`src/rtl/cp0.sv`:
```
// CP0: MIPS-style coprocessor 0 holding SR, Cause, EPC and PRId.
// Hardware interrupts have zero-cycle latency from HWInt to IntReq, and the
// exception entry, the eret EXL clear and the mtc0 writes all happen on the
// same clock edge.
// Optional feature: define CP0_EXC_EN to add internal exception requests
// (ExcReq/ExcCode). Without it those inputs are ignored and Cause.ExcCode is 0.
module cp0 #(
    parameter logic [31:0] PRID_VAL = 32'h4D495053
) (
    input  logic        clk,
    input  logic        clr,
    input  logic [5:0]  HWInt,
    input  logic [4:0]  A1,
    input  logic [4:0]  A2,
    input  logic [31:0] Din,
    input  logic        WE,
    input  logic [31:0] PC,
    input  logic        BD,
    input  logic        ExcReq,
    input  logic [4:0]  ExcCode,
    input  logic        EXLClr,
    output logic        IntReq,
    output logic [31:0] EPC,
    output logic [31:0] Dout
);

    // Architectural state
    logic [5:0]  r_im;
    logic        r_exl;
    logic        r_ie;
    logic [5:0]  r_ip;
    logic        r_bd;
    logic [4:0]  r_exccode;
    logic [31:0] r_epc;

    logic        w_int_pend;
    logic        w_exc_req;
    logic [4:0]  w_exc_code;
    logic [31:0] w_pc_adj;
    logic [31:0] w_sr;
    logic [31:0] w_cause;

    // An enabled, unmasked hardware line raises an interrupt unless EXL is set
    assign w_int_pend = (|(HWInt & r_im)) && r_ie && !r_exl;

`ifdef CP0_EXC_EN
    // Internal exceptions are also blocked by EXL (no nesting)
    assign w_exc_req  = ExcReq && !r_exl;
    // An interrupt takes priority, so its cause code is 0
    assign w_exc_code = w_int_pend ? 5'd0 : ExcCode;
    logic w_unused;
    assign w_unused   = &{1'b0, w_pc_adj[1:0]};
`else
    assign w_exc_req  = 1'b0;
    assign w_exc_code = 5'd0;
    logic w_unused;
    assign w_unused   = &{1'b0, ExcReq, ExcCode, w_pc_adj[1:0]};
`endif

    assign IntReq = w_int_pend | w_exc_req;

    // A victim in a delay slot restarts at the branch (wraps modulo 2^32)
    assign w_pc_adj = BD ? (PC - 32'd4) : PC;

    assign w_sr    = {16'd0, r_im, 8'd0, r_exl, r_ie};
    assign w_cause = {r_bd, 15'd0, r_ip, 3'd0, r_exccode, 2'd0};
    assign EPC     = r_epc;

    // mfc0 read mux
    always_comb begin
        Dout = 32'd0;
        case (A1)
            5'd12:   Dout = w_sr;
            5'd13:   Dout = w_cause;
            5'd14:   Dout = r_epc;
            5'd15:   Dout = PRID_VAL;
            default: Dout = 32'd0;
        endcase
    end

    // Exception entry, eret and mtc0 writes; exception entry kills the write
    always_ff @(posedge clk or negedge clr) begin
        if (!clr) begin
            r_im      <= 6'd0;
            r_exl     <= 1'b0;
            r_ie      <= 1'b0;
            r_ip      <= 6'd0;
            r_bd      <= 1'b0;
            r_exccode <= 5'd0;
            r_epc     <= 32'd0;
        end else begin
            r_ip <= HWInt;
            if (IntReq) begin
                r_exl     <= 1'b1;
                r_bd      <= BD;
                r_epc     <= {w_pc_adj[31:2], 2'b00};
                r_exccode <= w_exc_code;
            end else begin
                if (EXLClr) begin
                    r_exl <= 1'b0;
                end
                if (WE) begin
                    if (A2 == 5'd12) begin
                        r_im  <= Din[15:10];
                        r_exl <= Din[1];
                        r_ie  <= Din[0];
                    end else if (A2 == 5'd14) begin
                        r_epc <= {Din[31:2], 2'b00};
                    end
                end
            end
        end
    end

endmodule

```
`config.mk`:
```
export PLATFORM = sky130hd
export DESIGN_NAME = cp0
export DESIGN_NICKNAME = d
export VERILOG_FILES = /design/src/rtl/cp0.sv
export SDC_FILE = /design/constraint.sdc
export NUM_CORES = 1
export LEC_CHECK = 0
export BUFFER_PORTS_ARGS = -buffer_cell sky130_fd_sc_hd__buf_2
export CAP_MARGIN = 20
export CELL_PAD_IN_SITES_DETAIL_PLACEMENT = 1
export CELL_PAD_IN_SITES_GLOBAL_PLACEMENT = 1
export CORE_MARGIN = 4
export CORE_UTILIZATION = 33
export CTS_CLUSTER_DIAMETER = 80
export DETAILED_ROUTE_END_ITERATION = 16
export PLACE_DENSITY = 0.86
export SETUP_SLACK_MARGIN = 0.3
export SYNTH_ARGS = -nofsm -noshare
export SYNTH_HDL_FRONTEND = slang
export SYNTH_SLANG_ARGS = --single-unit
```
`constraint.sdc`:
```
create_clock -name clk -period 2.42 [get_ports clk]
set_input_delay 0.121 -clock clk [delete_from_list [all_inputs] [get_ports clk]]
set_output_delay 0.121 -clock clk [all_outputs]
set_load 0.01 [all_outputs]
```
==> impl_summary.md, run 1 <==
Outcome
The flow ran to the end, and the final reports show no timing, DRC or antenna violations.

Yosys
The synthesis-stage register bit count is 45. The most used flip-flop cell after synthesis is dfrtp_1. Dividing the synthesized area by the synthesized cell count gives 8.679 um2. In the post-synthesis netlist, the biggest area contributors are dfrtp_1, a31oi_1, mux2i_1, a211oi_1, or4_1. The top cell type by area accounts for 35.84% of the synthesized area.

Of all cell types, the one taking the most synthesized area is dfrtp_1. The fraction of synthesis flops using an asynchronous set or reset pin is 100.0%. After synthesis, flip-flops and latches occupy 35.84% of the total area. In this run, synthesis inferred 0 flip-flops with an integrated enable. The Yosys step of the flow raised 0 warnings.

Counting distinct cell types in the post-synthesis netlist gives 50. After synthesis the cells add up to 3142 um2. The cell count after synthesis is 362.

Timing
Hold timing on the final database bottoms out at a slack of 0.04032 ns. The setup skew after layout is 0.01117 ns. The final worst-path cycle share is 85.32%. Setup violations remaining at the end of the flow were counted as 0. The post-layout minimum cycle time is 2.065 ns. The final number of hold-violating endpoints was 0. Setup repair after global routing left no endpoint under its margin. The worst path setup slack after routing is 0.3553 ns. The max-slew violation count is 0. In this run the tightest slew margin relative to its limit is 55.08%. For this run, the top clock speed supported by timing is 484.3 MHz. The actual slew at the worst max-slew pin is 0.6653 ns. For the final routed database, the setup TNS stands at 0 ns.

Critical path
The slowest cell on the critical path is dlygate4sd3_1. The worst path arrival time is 1.94 ns. In this run the worst path has a maximum fanout of 34. By instance count, the cell type seen most on the critical path is buf_2. The signal on the critical path passes through dlygate4sd3_1 -> buf_2 -> a22o_1 -> o31ai_4 -> clkinv_1 -> buf_6 -> buf_2. The critical path class is input pin to output port.

Across all register-to-register paths, the minimum setup slack is 0.51 ns. The buffering stage count on the worst path with inverters included is 5. The worst setup path is launched from an input pin. The longest individual stage delay on the worst path is 0.53 ns. Broken down by cell family, the worst path's largest delay share belongs to buffers and inverters.

The kind of end point of the critical path is an output port. Data on the critical path is required at its endpoint by 2.30 ns.

Final layout
The most frequent standard cell in the layout excluding fill and tap cells is buf_2. The count of cells in the finished layout, fillers not included, comes to 637. The top cell types in the final layout, fill and taps aside, are buf_2, dfrtp_1, a31oi_1, nor2_1, a211oi_1. The ratio of cells with drive above 1 in the final layout is 36.09%. The number of nets in the layout is 598. The area growth from synthesis to final layout is 34.29%. Once layout is complete, the utilization of the core stands at 45.66%.

Worst hold path
The path class of the lowest-slack min-delay path is input pin to flip-flop.

Global routing
The initial antenna violation count is 1. The number of global-route vias before repair was 3,702. Entering global routing, the biggest net connects 46 pins. Global routing finished with a remaining overflow of 0. The all-layer global routing usage is 22.06%. The first global-routing pass estimated 19.67 mm of wire.

Detailed routing
The detail route stage leaves a number of antenna-violating nets equal to 0. The post-detailed-route DRC marker count is 0. In the routed layout, each cell is associated on average with a via count of 5.432. The initial detailed-routing violation count is 187.

The total iterations of the first detailed-routing run is 4. The total number of vias is 3,460. In the final routed layout, each cell accounts on average for 19.62 um. The total wirelength of the detailed-routed design is 12.50 mm.

CTS
Counting the buffers created by CTS gives 5. TritonCTS built the clock tree. The maximum clock path buffer count is 2.

The H-tree was split into 2 levels. The clock drives 45 sinks. Clock-pin slew was measured on the worst setup and hold paths at 0.10 ns.

The clock latency on the worst-skew pair is 0.31 ns. The root buffer cell is clkbuf_8.

Power and ir drop
The leakage power figure is 2.031 nW. Dividing total power by cell area gives a power density of 746.6 nW/um2. The worst-case IR drop observed on VDD is 0.2867 mV.

Placed design
The count of buffers added on input and output ports is 145. The HPWL after detailed placement is 9.466 mm. The routability-driven placement congestion ratio is 0.8044. The total instance count after detailed placement is 619. Before CTS, the worst setup slack after placement is 0.1523 ns.

Floorplanning
156 I/O pins were placed. Once the floorplan was initialized, standard cells occupied 34.00% of the core. After floorplanning, the core was divided into 35 placement rows. The height of the die is 105.6 um.

The die covers 11,150 um2. The total area inside the core boundary comes to 9240 um2. The die extent in x is 105.6 um.

Job
The number of max-capacitance violations reported is 0.
[path summary, 6_finish.rpt]
check | from | to | depth (start not counted)
max | HWInt[1] | IntReq | 7
min reg2reg | r_im[4] | r_im[4] | 1
max in group asynchronous | clr | EPC[29] | 3
min | Din[2] | EPC[2] | 3
max reg2reg | r_im[1] | EPC[16] | 6
min in group asynchronous | clr | EPC[3] | 2
[routing by layer]
metal / part of all wire (%) / vias up / GRT usage [%]
li1: - / 1635 / -
met1: 40 / 1712 / 26.23
met2: 53 / 92 / 40.39
met3: 4.5 / 21 / 3.980
met4: 1.9 / 0 / 6.383
met5: 0 / - / 0
[through the flow]
step	area, um2	total power, mW
floorplan	3146	1.985
CTS	4183	3.148
global route	4219	3.361
global placement	4021	2.533
detailed placement	4021	2.612
finish	4219	3.150
[kinds of logic after synthesis]
logic type	count (synthesis)	synth area share, %
buffers and inverters	52	6.770
other	1	0.1194
muxes	26	8.602
DFF	45	35.84
adders and majority gates	1	0.3982
and+or+nand+nor	127	23.42
xor gates and xnor gates	10	2.788
AOI/OAI and AO/OA	100	22.06
[flip-flops by register name, summed over array words and instances (netlist names)]
name   flops
EPC       30
r_im       6
r_ip       6
r_bd       1
r_exl      1
r_ie       1
[power breakdown]
part / leakage (nW) / internal [mW] / switching [mW] / total, mW
Sequential: 0.521 / 1.04 / 0.259 / 1.30
Clock: 0.0448 / 0.209 / 0.306 / 0.515
Combinational: 1.46 / 0.599 / 0.736 / 1.34
Total: 2.03 / 1.85 / 1.30 / 3.15
[worst register-to-register path, cell delays in order (launching register included)]
cell and delay (ns):
dfrtp_1 0.42, a22o_1 0.26, o31ai_4 0.32, clkinv_1 0.18
buf_6 0.22, a211oi_1 0.29, a31oi_1 0.10
[final cells by class]
type                    count  area (um2)
clock inverters             3       25.02
well taps                 129       161.4
flip-flops and latches     45        1126
inverters                  22       82.58
clock buffers               5       68.82
multi-input cells         266        1836
repair buffers            166       917.1
fillers                  1138        5021
diodes                      1       2.502
[cells in the mapped netlist, drive strengths merged, types with 3 or more instances]
cell / n
nand3b: 3
mux2: 8
nor4: 5
a21o: 9
a21oi: 8
a22o: 3
and2: 15
or4: 16
o31ai: 12
nor2: 28
dfrtp: 45
inv: 21
nor3: 3
a211oi: 22
xor2: 5
clkbuf: 24
xnor2: 5
nand3: 3
nor4b: 3
a31oi: 37
or4b: 3
nand2b: 4
buf: 6
nor2b: 3
or3: 7
o41ai: 3
nand2: 21
mux2i: 18
[what timing repair did]
item,CTS,global route
gates resized for setup,0,1
endpoints found under the setup margin,1,2
hold buffers,6,1
pin swaps,1,0
setup buffers,1,0
hold endpoints to repair,6,12
Note: power is estimated with default switching activity, not from simulation.
==> run 2, diff against run 1 <==
Settings changed: TNS_END_PERCENT set to 1.
Clock period 2.42 ns to 2.2 ns, I/O delays scaled along.
==> run 2 against run 1 <==
Compared with the run above: critical path type is now input pin to flip-flop; hold slack lost 0.024 ns; first-iteration DRC count grew 14%; clock power grew 3%; setup slack lost 0.11 ns; highest routed layer unchanged; sequential power grew 11%.
==> impl_summary.md, run 2 (synthesis gave the netlist of run 1 again) <==
Timing
Setup repair after global routing could not meet its margin everywhere. The final number of hold-violating endpoints was 0 (unchanged). The final setup TNS was 0 ns (unchanged). The worst path needs 1.950 ns of the cycle, external delays included. The max-slew violation count is 0 (unchanged).

The actual slew at the worst max-slew pin is 0.7870 ns (+0.1217 ns). The worst hold slack is 0.01680 ns (-0.02352 ns). The worst path setup slack after routing is 0.2496 ns (-0.1056 ns). The final-report setup violation count came to 0 (unchanged). The headroom to the max-slew limit is 46.87% (-8.2 points). The highest achievable clock rate is 512.7 MHz. The setup skew after layout is 0.01506 ns (+0.003898 ns). The worst path uses 88.65% of the clock period.

Critical path
The slowest cell on the critical path is o311ai_0. The kind of end point of the critical path is a flip-flop. The worst path arrival time is 2.16 ns (+0.22 ns). The setup path with the least slack is of type input pin to flip-flop. The critical-path maximum fanout is 2 (-94%). The startpoint class of the critical path is an input pin. The longest individual stage delay on the worst path is 0.73 ns (+0.20 ns). The worst path required time came to 2.41 ns (+0.11 ns). The critical path goes through dlygate4sd3_1 -> buf_2 -> a22o_1 -> o311ai_0 -> a41oi_1 -> a211oi_1.

Detailed routing
The initial detailed-routing violation count is 213 (+14%). The total iterations of the first detailed-routing run was 4 (unchanged). The total number of vias is 3,616 (+4.5%). The post-detailed-route DRC marker count is 0 (unchanged). The average detailed-routed wire length per instance came to 20.65 um (+5.3%). The remaining antenna violation count after routing is 0 (unchanged).

The number of vias per cell after detailed routing is 5.632 (+3.7%). The total wirelength of the detailed-routed design is 13.26 mm (+6.1%).

Power and ir drop
The areal power density over the cells is 819.4 nW/um2 (+9.8%). The total power consumption of the routed design is 3.494 mW (+11%). The worst supply voltage drop on vdd came to 0.3015 mV (+5.2%). The leakage power figure is 2.059 nW (+1.4%).

Floorplanning
The number of core rows is 35 (unchanged). The height of the die was 105.6 um (unchanged). The core area is 9240 um2 (unchanged). The starting utilization of the core area was 34.00% (unchanged). The die outline area came to 11,150 um2 (unchanged). The top-level port count was 156 (unchanged). The die extent in x is 105.6 um (unchanged).

CTS
The level count of the clock H-tree is 2 (unchanged). The clock latency on the worst-skew pair is 0.31 ns (about the same). The maximum clock path buffer count was 2 (unchanged). The number of buffers created by CTS was 5 (unchanged). The cell sitting at the root of the clock tree is a clkbuf_8.

TritonCTS built the clock tree. The clock-pin transition on the worst setup and hold timing paths is 0.10 ns (about the same). The count of clock tree sinks was 45 (unchanged).

Final layout
The count of non-filler cells in the finished layout came to 642 (+0.78%). The number of nets in the layout is 603 (+0.84%). The number of flip-flops in the largest register was 30 (unchanged). The library cells used most frequently in the layout, excluding fill and tap cells, are buf_2, dfrtp_1, a31oi_1, nor2_1, a211oi_1. The ratio of cells with drive above 1 in the final layout is 37.30% (+1.2 points). Leaving out fill and tap cells, the most frequent cell in the layout is buf_2. From synthesis to final layout, the design area changed by 35.72%.

Placed design
The HPWL after detailed placement is 9.794 mm (+3.5%). The routability-driven placement congestion ratio is 0.8915 (+11%). The number of I/O port buffers is 145 (unchanged). The worst-case setup slack after placement came to -0.03255 ns (-0.1849 ns). The total instance count after detailed placement is 625 (+0.97%).

Global routing
The global route total overflow came to 0 (unchanged). The first-pass GRT wire length is 21.30 mm (+8.3%). The all-layer global routing usage is 23.90% (+1.8 points). The initial antenna violation count is 1 (unchanged).

The number of global-route vias before repair came to 4,023 (+8.7%). The maximum number of pins on one net before global-route repair is 46 (unchanged).

Outcome
The flow ran to the end, and the final reports show no timing, DRC or antenna violations.

Worst hold path
The path class of the lowest-slack min-delay path is input pin to flip-flop.

Job
The number of max-capacitance violations reported was 0 (unchanged).
-- run 2: cell count changes in the layout (fill, tap and decap cells not counted) --
cell and change:
inv_6 -1, nand2b_1 -1, or4b_1 -1, nand2b_2 +1
buf_4 +4, clkinv_2 +3, or4b_4 +1, clkinv_1 -1
buf_8 +1, clkinv_4 -1
-- run 2: timing repair --
action,in CTS,in global routing
setup buffers,1,0
hold endpoints to repair,51,0
pin swaps,1,0
endpoints found under the setup margin,16,28
gates cloned,0,0
gates resized for setup,3,2
hold buffers,7,0
-- run 2: path summary, 6_finish.rpt --
path,from,to,slack (ns),cells after the start
max,HWInt[3],EPC[31],0.25,6
max in group asynchronous,clr,EPC[25],1.35,3
max reg2reg,r_im[0],EPC[31],0.26,4
min,Din[0],r_ie,0.02,2
min in group asynchronous,clr,r_ip[4],0.42,3
min reg2reg,r_im[2],r_im[2],0.56,1
-- run 2: stage by stage --
step	utilization, %	area, um2
after floorplan	-	3151
after global placement	44.18	4083
after detailed placement	44.18	4083
after CTS	46.05	4255
after global routing	46.15	4264
final	46.15	4264
-- run 2: layout make-up --
| class | count | area [um2] |
|---|---|---|
| diodes | 1 | 2.502 |
| clock buffers | 5 | 68.82 |
| clock inverters | 3 | 17.52 |
| fillers | 1126 | 4976 |
| inverters | 22 | 83.83 |
| multi-input cells | 266 | 1842 |
| flip-flops and latches | 45 | 1126 |
| well taps | 129 | 161.4 |
| repair buffers | 171 | 962.2 |
-- run 2: layer usage --
layer  GRT usage, %  vias to the layer above  routed length, um
li1               -                     1640                  -
met1          27.33                     1777               4979
met2          42.71                      158               6968
met3          4.715                       41                868
met4          11.01                        0                442
met5              0                        -                  0
-- run 2: worst max-delay path: cells and delay by family --
family / cells / cell delay (ns)
buffers and inverters: 2 / 0.68
AO/OA/AOI/OAI: 4 / 1.38
-- run 2: report_power, final --
group / internal, mW / total, mW / leakage, nW / switching [mW]
combinational: 0.668 / 1.52 / 1.49 / 0.854
clock: 0.220 / 0.533 / 0.0439 / 0.313
sequential: 1.15 / 1.44 / 0.521 / 0.293
total: 2.03 / 3.49 / 2.06 / 1.46
